===== src/rtl/aes_share_loader.sv =====
// aes_share_loader: feeds a byte-serial two-share masked AES core.
// Accepts a 128-bit plaintext/key block, streams 16 Boolean-masked byte
// pairs into the core, then waits (with a timeout guard) for Done.
// Optional build macro SHARE_LOADER_LFSR_EN: masks come from an internal
// 31-bit LFSR seeded at accept instead of directly from rnd_in.
module aes_share_loader #(
    parameter int NBYTES       = 16,
    parameter int DONE_TIMEOUT = 1024
) (
    input  logic         clk,
    input  logic         rst,
    input  logic         in_valid,
    output logic         in_ready,
    input  logic [127:0] plaintext,
    input  logic [127:0] key,
    input  logic [16:0]  rnd_in,
    output logic         cipher_rst,
    output logic [7:0]   input1,
    output logic [7:0]   input2,
    output logic [7:0]   key1,
    output logic [7:0]   key2,
    output logic         FreshRandom,
    input  logic         cipher_done,
    output logic         busy,
    output logic         timeout
);

    localparam int          WW       = $clog2(DONE_TIMEOUT + 1);
    localparam logic [3:0]  LAST_CNT = 4'(NBYTES - 1);
    localparam logic [WW-1:0] WAIT_LAST = WW'(DONE_TIMEOUT - 1);

    typedef enum logic [1:0] {S_IDLE, S_LOAD, S_WAIT} state_t;

    state_t        state_reg, state_next;
    logic [3:0]    cnt_reg, cnt_next;
    logic [WW-1:0] wait_reg, wait_next;
    logic [127:0]  pt_reg, pt_next;
    logic [127:0]  key_reg, key_next;
    logic [7:0]    input1_reg, input1_next;
    logic [7:0]    input2_reg, input2_next;
    logic [7:0]    key1_reg, key1_next;
    logic [7:0]    key2_reg, key2_next;
    logic          fresh_reg, fresh_next;
    logic          crst_reg, crst_next;
    logic          busy_reg, busy_next;
    logic          ready_reg, ready_next;
    logic          timeout_reg, timeout_next;
    logic [16:0]   mask;

`ifdef SHARE_LOADER_LFSR_EN
    logic [30:0] lfsr_reg, lfsr_next, lfsr_adv;

    // Seventeen Fibonacci steps of x^31 + x^28 + 1 per clock.
    function automatic logic [30:0] lfsr_step17(input logic [30:0] s);
        logic [30:0] t;
        t = s;
        for (int i = 0; i < 17; i++) begin
            t = {t[29:0], t[30] ^ t[27]};
        end
        return t;
    endfunction

    // Masks are taken from the freshly advanced LFSR word.
    always_comb begin
        lfsr_adv = lfsr_step17(lfsr_reg);
        mask     = lfsr_adv[16:0];
    end
`else
    // Masks come straight from the external randomness each cycle.
    always_comb begin
        mask = rnd_in;
    end
`endif

    // Next-state and registered-output computation.
    always_comb begin
        state_next   = state_reg;
        cnt_next     = cnt_reg;
        wait_next    = wait_reg;
        pt_next      = pt_reg;
        key_next     = key_reg;
        input1_next  = 8'h00;
        input2_next  = 8'h00;
        key1_next    = 8'h00;
        key2_next    = 8'h00;
        fresh_next   = 1'b0;
        crst_next    = 1'b1;
        timeout_next = timeout_reg;
`ifdef SHARE_LOADER_LFSR_EN
        lfsr_next    = lfsr_reg;
`endif
        case (state_reg)
            S_IDLE: begin
                if (in_valid && ready_reg) begin
                    pt_next    = plaintext;
                    key_next   = key;
                    cnt_next   = 4'd0;
                    state_next = S_LOAD;
`ifdef SHARE_LOADER_LFSR_EN
                    lfsr_next  = {14'h1, rnd_in};
`endif
                end
            end
            S_LOAD: begin
`ifdef SHARE_LOADER_LFSR_EN
                lfsr_next   = lfsr_adv;
`endif
                input2_next = mask[7:0];
                input1_next = pt_reg[127:120] ^ mask[7:0];
                key2_next   = mask[15:8];
                key1_next   = key_reg[127:120] ^ mask[15:8];
                fresh_next  = mask[16];
                // Byte 0 overlaps the core's final reset cycle.
                crst_next   = (cnt_reg == 4'd0);
                // Shift so the next byte is always at the top; the plain
                // data drains out of the registers as it is consumed.
                pt_next     = {pt_reg[119:0], 8'h00};
                key_next    = {key_reg[119:0], 8'h00};
                if (cnt_reg == LAST_CNT) begin
                    state_next = S_WAIT;
                    wait_next  = '0;
                end else begin
                    cnt_next = cnt_reg + 4'd1;
                end
            end
            S_WAIT: begin
`ifdef SHARE_LOADER_LFSR_EN
                lfsr_next  = lfsr_adv;
`endif
                crst_next  = 1'b0;
                fresh_next = mask[16];
                wait_next  = wait_reg + 1'b1;
                if (cipher_done) begin
                    state_next = S_IDLE;
                    crst_next  = 1'b1;
                    fresh_next = 1'b0;
                end else if (wait_reg == WAIT_LAST) begin
                    timeout_next = 1'b1;
                    state_next   = S_IDLE;
                    crst_next    = 1'b1;
                    fresh_next   = 1'b0;
                end
            end
            default: begin
                state_next = S_IDLE;
            end
        endcase
        busy_next  = (state_next != S_IDLE);
        ready_next = (state_next == S_IDLE);
    end

    // State and output registers with asynchronous reset.
    always_ff @(posedge clk or posedge rst) begin
        if (rst) begin
            state_reg   <= S_IDLE;
            cnt_reg     <= 4'd0;
            wait_reg    <= '0;
            pt_reg      <= '0;
            key_reg     <= '0;
            input1_reg  <= 8'h00;
            input2_reg  <= 8'h00;
            key1_reg    <= 8'h00;
            key2_reg    <= 8'h00;
            fresh_reg   <= 1'b0;
            crst_reg    <= 1'b1;
            busy_reg    <= 1'b0;
            ready_reg   <= 1'b1;
            timeout_reg <= 1'b0;
`ifdef SHARE_LOADER_LFSR_EN
            lfsr_reg    <= 31'h1;
`endif
        end else begin
            state_reg   <= state_next;
            cnt_reg     <= cnt_next;
            wait_reg    <= wait_next;
            pt_reg      <= pt_next;
            key_reg     <= key_next;
            input1_reg  <= input1_next;
            input2_reg  <= input2_next;
            key1_reg    <= key1_next;
            key2_reg    <= key2_next;
            fresh_reg   <= fresh_next;
            crst_reg    <= crst_next;
            busy_reg    <= busy_next;
            ready_reg   <= ready_next;
            timeout_reg <= timeout_next;
`ifdef SHARE_LOADER_LFSR_EN
            lfsr_reg    <= lfsr_next;
`endif
        end
    end

    assign in_ready    = ready_reg;
    assign cipher_rst  = crst_reg;
    assign input1      = input1_reg;
    assign input2      = input2_reg;
    assign key1        = key1_reg;
    assign key2        = key2_reg;
    assign FreshRandom = fresh_reg;
    assign busy        = busy_reg;
    assign timeout     = timeout_reg;

endmodule


===== config.mk =====
export PLATFORM = sky130hd
export DESIGN_NAME = aes_share_loader
export DESIGN_NICKNAME = d
export VERILOG_FILES = /design/src/rtl/aes_share_loader.sv
export SDC_FILE = /design/constraint.sdc
export NUM_CORES = 1
export LEC_CHECK = 0
export BUFFER_PORTS_ARGS = -buffer_cell sky130_fd_sc_hd__clkbuf_2
export CAP_MARGIN = 20
export CORE_MARGIN = 2
export CORE_UTILIZATION = 43
export CTS_CLUSTER_SIZE = 10
export DETAILED_ROUTE_END_ITERATION = 8
export PLACE_DENSITY = 0.68
export SYNTH_ARGS = -nofsm -noshare
export SYNTH_HDL_FRONTEND = slang
export SYNTH_SLANG_ARGS = --single-unit

===== constraint.sdc =====
create_clock -name clk -period 15.3 [get_ports clk]
set_clock_uncertainty 0.1 [all_clocks]
set_input_delay 2.295 -clock clk [delete_from_list [all_inputs] [get_ports clk]]
set_output_delay 2.295 -clock clk [all_outputs]
set_load 0.03 [all_outputs]

* Word-level counts from Yosys, hierarchy flattened
Index checks and enable logic that the tools add are counted.
** Storage, ports and cells
- Flip-flop bits (word level) :: 310
- Output and inout port bits :: 37
- Input port bits :: 277
- Word-level logic and storage cells :: 61
** Cells by class
- Reduce and logical (&&, ||, !) cells :: 11
- Multiplexer cells :: 24
- Bitwise logic cells :: 3
- $add $sub $neg :: 2
- Eq/ne operators :: 7
** Operators with widths (count)
- $pmux 128 s2 :: 2
- $mux 128 :: 2
- $mux 8 :: 4
- $pmux 11 s2 :: 1
- $xor 8x8->8 :: 2
- $add 11x1->11 const B :: 1
- $eq 11x10->1 const B :: 1
- $mux 11 :: 1
- $mux 2 :: 4
- $mux 4 :: 2
- $pmux 4 s2 :: 1
- $ne 2x2->1 const B :: 3
- $pmux 2 s3 :: 1
- $reduce_and 3->1 :: 2
- $reduce_bool 2->1 :: 3
- $add 4x1->4 const B :: 1
- $eq 4x4->1 const B :: 1
- $logic_not 2->1 :: 2
- $logic_not 4->1 :: 1
- $mux 1 :: 4
- $pmux 1 s2 :: 2
- $reduce_and 2->1 :: 2
- $eq 2x1->1 const B :: 1
- $eq 2x2->1 const B :: 1
- other kinds (2) :: 2

* Logic depth before layout (Yosys ltp)
- Depth after elaboration :: 5
- Gate-level depth with buffers :: 9
- Mapped depth without buffers :: 6

* Worst setup path before layout
No wires, ideal clock.
- Path type :: input to register
- Start point :: in in_valid
- End point :: reg cnt_reg[3]
- Data required time :: 15.122 ns
- Buffers on the path :: 1
- Setup slack :: 11.861 ns
- Arrival :: 3.261 ns
- Stages :: 5
- Library setup time :: 0.078 ns
- Path through :: and3_4 nor2_2 buf_6 or4_1 a21oi_1
** Between the ends
- Word-level cells in the longest chain between the ends :: 3
** Ends and longest elaborated chain
- start, declared :: line 12 : input logic in_valid,
- $logic_and 1x1->1 :: line 94 : if (in_valid && ready_reg) begin
- $ne 2x2->1 (no line)
- $reduce_and 3->1 (no line)
- end signal, assigned :: line 174 : cnt_reg <= cnt_next;
- end, declared :: line 35 : logic [3:0] cnt_reg, cnt_next;
Every way passes these cells.
A chain may end at the register's enable or synchronous reset.

* Final worst setup path
- Start point :: in in_valid
- End point :: reg pt_reg[96]
** Between the ends
- Word-level cells in the longest chain between the ends :: 3
** Ends and longest elaborated chain
- $logic_and 1x1->1 :: line 94
- $ne 2x2->1 (no line)
- $reduce_and 2->1 (no line)
- end signal, assigned :: line 176 : pt_reg <= pt_next;
- end, declared :: line 37 : logic [127:0] pt_reg, pt_next;
Every way passes these cells.

==> impl_metrics.env <==
export IMPL_cp_slowest_stage_delay_ns=0.89
export IMPL_dp_hpwl_um=23300
export IMPL_final_nets=1847
export IMPL_post_drt_wl_per_cell_um=16.7
export IMPL_hp_class="reg -> reg"
export IMPL_ys_types=36
export IMPL_worstHoldStart="timeout$_DFFE_PP0P_"
export IMPL_avgSynthCellArea_um2=10.7
export IMPL_final_cell_mix="313 x clkbuf_2, 308 x dfrtp_1, 256 x o21ai_0"
export IMPL_fp_coreArea_um2=31600
export IMPL_cp_required_ns=15.53
export IMPL_leakage_nw=8.30
export IMPL_ant_nets=0
export IMPL_max_clock_freq_ghz=0.196
export IMPL_r2r_start="state_reg[1]$_DFF_PP0_"
export IMPL_via_per_inst=5.02
export IMPL_layout_min_cycle_time_ns=5.11
export IMPL_syn_inst=1287
export IMPL_path_cells="clkbuf_2 -> and3_4 -> nor2_4 -> buf_4 -> buf_4 -> o21ai_0"
export IMPL_die_w_um=183
export IMPL_crit_start="in_valid"
export IMPL_cp_buffers_inverters=3
export IMPL_nFillCells=2873
export IMPL_fp_dieArea_um2=33500
export IMPL_finalWirelength_um=33200
export IMPL_p_per_area_nw_per_um2=208
export IMPL_status="finished, final reports clean"
export IMPL_tritoncts="built"
export IMPL_ios=314
export IMPL_syn_num_nets=1571
export IMPL_rsz0062_at_grt="no"
export IMPL_std_cell_rows=65
export IMPL_finalSetupViolCount=0
export IMPL_ys_seq_elements=310
export IMPL_syn_area_um2=13800
export IMPL_grt_first_pass_wirelength_um=53500
export IMPL_max_slew_margin_rel_pct=30.1
export IMPL_cts_max_level=2
export IMPL_slew_violations=0
export IMPL_firstDrtPassIters=4
export IMPL_clk_pin_slew_worst_paths_ns=0.05
export IMPL_area_delta_synth_final_pct=21.1
export IMPL_grtUsageTotal_pct=20.0
export IMPL_crit_family="buffers and inverters"
export IMPL_cts_buffer_depth=3
export IMPL_cts_buffers=38
export IMPL_synth_warnings=0
export IMPL_gr_total_overflow=0
export IMPL_stdcell_count=1986
export IMPL_antenna_found_initial=7
export IMPL_vias=9970
export IMPL_path_class="in -> reg"
export IMPL_drive_gt1_share_pct=23.9
export IMPL_drtIter0Drc=523
export IMPL_drc=0
export IMPL_tns_ns=0
export IMPL_chipHeight_um=183
export IMPL_cp_common_cell="buf_4"
export IMPL_cts_setup_buffers=0
export IMPL_dp_cells=1924
export IMPL_hold_viol_final=0
export IMPL_gp_congestion=0.770
export IMPL_worstMarginPinSlew_ns=1.05
export IMPL_final_common_cell="clkbuf_2"
export IMPL_clock_latency_ns=0.51
export IMPL_post_route_period_util_pct=33.4
export IMPL_ys_seq_area_share_pct=56.3
export IMPL_worstPathArrival_ns=5.34
export IMPL_cpMaxStageDelayCell="buf_4"
export IMPL_post_cts_resized=0
export IMPL_grt_max_degree=141
export IMPL_holdBufCountCts=0
export IMPL_end_kind="flip-flop"
export IMPL_critPathMaxFanout=124
export IMPL_start_kind="primary input"
export IMPL_root_buffer="clkbuf_16"
export IMPL_clock_sinks=310
export IMPL_initial_core_util_pct=43.7
export IMPL_port_buffers=313
export IMPL_grt_pass1_vias=10227
export IMPL_max_cap_viol_count=0
export IMPL_vdd_drop_max_uv=111
## per-stage QoR
stage          setup WS, ns  hold WS, ns  power [mW]  util (%)  area [µm²]
4_1_cts               10.09        0.372        3.51      52.8       16700
5_1_grt                9.81        0.383        3.76      52.9       16700
3_5_place_dp           9.57        0.360        2.69      49.3       15600
2_1_floorplan          4.34        0.350        2.39         -       13800
3_3_place_gp           9.68        0.343        2.63      49.3       15600
6_report              10.19        0.367        3.47      52.9       16700
## synth_stat cells
cell | count | share of area [%]
a21o_1 | 5 | 0.27
a21oi_1 | 11 | 0.40
a22o_1 | 16 | 1.0
a31oi_1 | 1 | 0.045
and2_1 | 32 | 1.5
and3_1 | 1 | 0.045
and3_4 | 1 | 0.082
and4_1 | 3 | 0.19
buf_1 | 1 | 0.027
buf_2 | 56 | 2.0
buf_6 | 1 | 0.082
clkbuf_1 | 31 | 0.84
dfrtp_1 | 308 | 56
dfstp_2 | 2 | 0.38
ha_1 | 7 | 0.64
inv_1 | 10 | 0.27
mux2i_1 | 240 | 17
nand2_1 | 248 | 6.8
nand3_1 | 7 | 0.25
nand4_1 | 3 | 0.14
nor2_1 | 8 | 0.22
nor2_2 | 1 | 0.045
nor2b_1 | 2 | 0.091
nor3_1 | 1 | 0.036
nor4_1 | 1 | 0.045
o2111ai_1 | 1 | 0.064
o211a_1 | 1 | 0.073
o211ai_1 | 1 | 0.054
o21ai_0 | 256 | 9.3
o22ai_1 | 1 | 0.045
o311ai_0 | 1 | 0.064
o31ai_1 | 4 | 0.22
o41ai_1 | 1 | 0.064
or3_1 | 4 | 0.18
or4_1 | 1 | 0.054
xor2_1 | 19 | 1.2
## per-layer routing
| layer | global-route usage [%] | up-vias | wire length [µm] |
|---|---|---|---|
| li1 | - | 5003 | - |
| met1 | 24.6 | 4631 | 13700 |
| met2 | 33.3 | 267 | 15800 |
| met3 | 7.07 | 65 | 2870 |
| met4 | 5.76 | 4 | 792 |
| met5 | 0 | - | 27 |
## cell type report
cell class | count | area (µm²) | share of cell area, %
flip-flops and latches | 310 | 7760 | 46.5
multi-input cells | 878 | 5600 | 33.5
repair buffers | 325 | 1680 | 10.0
clock buffers | 54 | 1080 | 6.48
well taps | 402 | 503 | 3.01
inverters | 10 | 45.0 | 0.270
clock inverters | 2 | 13.8 | 0.0825
diodes | 5 | 12.5 | 0.0750
## final timing paths
| check | cells past startpoint | end | slack [ns] |
|---|---|---|---|
| worst max-delay path | 6 | pt_reg[96]$_DFFE_PP0P_ | 10.19 |
| worst min-delay path | 1 | timeout$_DFFE_PP0P_ | 0.37 |
| worst max register to register | 7 | pt_reg[96]$_DFFE_PP0P_ | 11.14 |
| worst min register to register | 1 | timeout$_DFFE_PP0P_ | 0.37 |
| max in group asynchronous | 3 | wait_reg[6]$_DFFE_PP0P_ | 11.86 |
| min in group asynchronous | 2 | pt_reg[108]$_DFFE_PP0P_ | 1.83 |
## report_power, final
part           internal [mW]  switching [mW]  total (mW)  leakage (nW)
Sequential              1.19           0.199        1.39          3.93
Combinational          0.511           0.757        1.27          3.84
Clock                  0.485           0.325       0.810         0.537
## worst register-to-register path, stage by stage, from the launching register on
cell and delay (ns):
dfrtp_1 0.37, inv_1 0.10, ha_4 0.38, nor2b_1 0.26, nor2_4 0.67, buf_4 0.84, buf_4 0.94, o21ai_0 0.32
## cells by family after synthesis
logic type                 Yosys count  share of synthesized area, %
and+or+nand+nor                    313                          9.58
DFF                                310                          56.3
AOI/OAI and AO/OA                  299                          11.6
muxes                              240                          17.4
buffers and inverters               99                          3.26
xor gates and xnor gates            19                          1.21
adders and majority gates            7                         0.635
No activity file was read; power rests on OpenSTA's default activity.
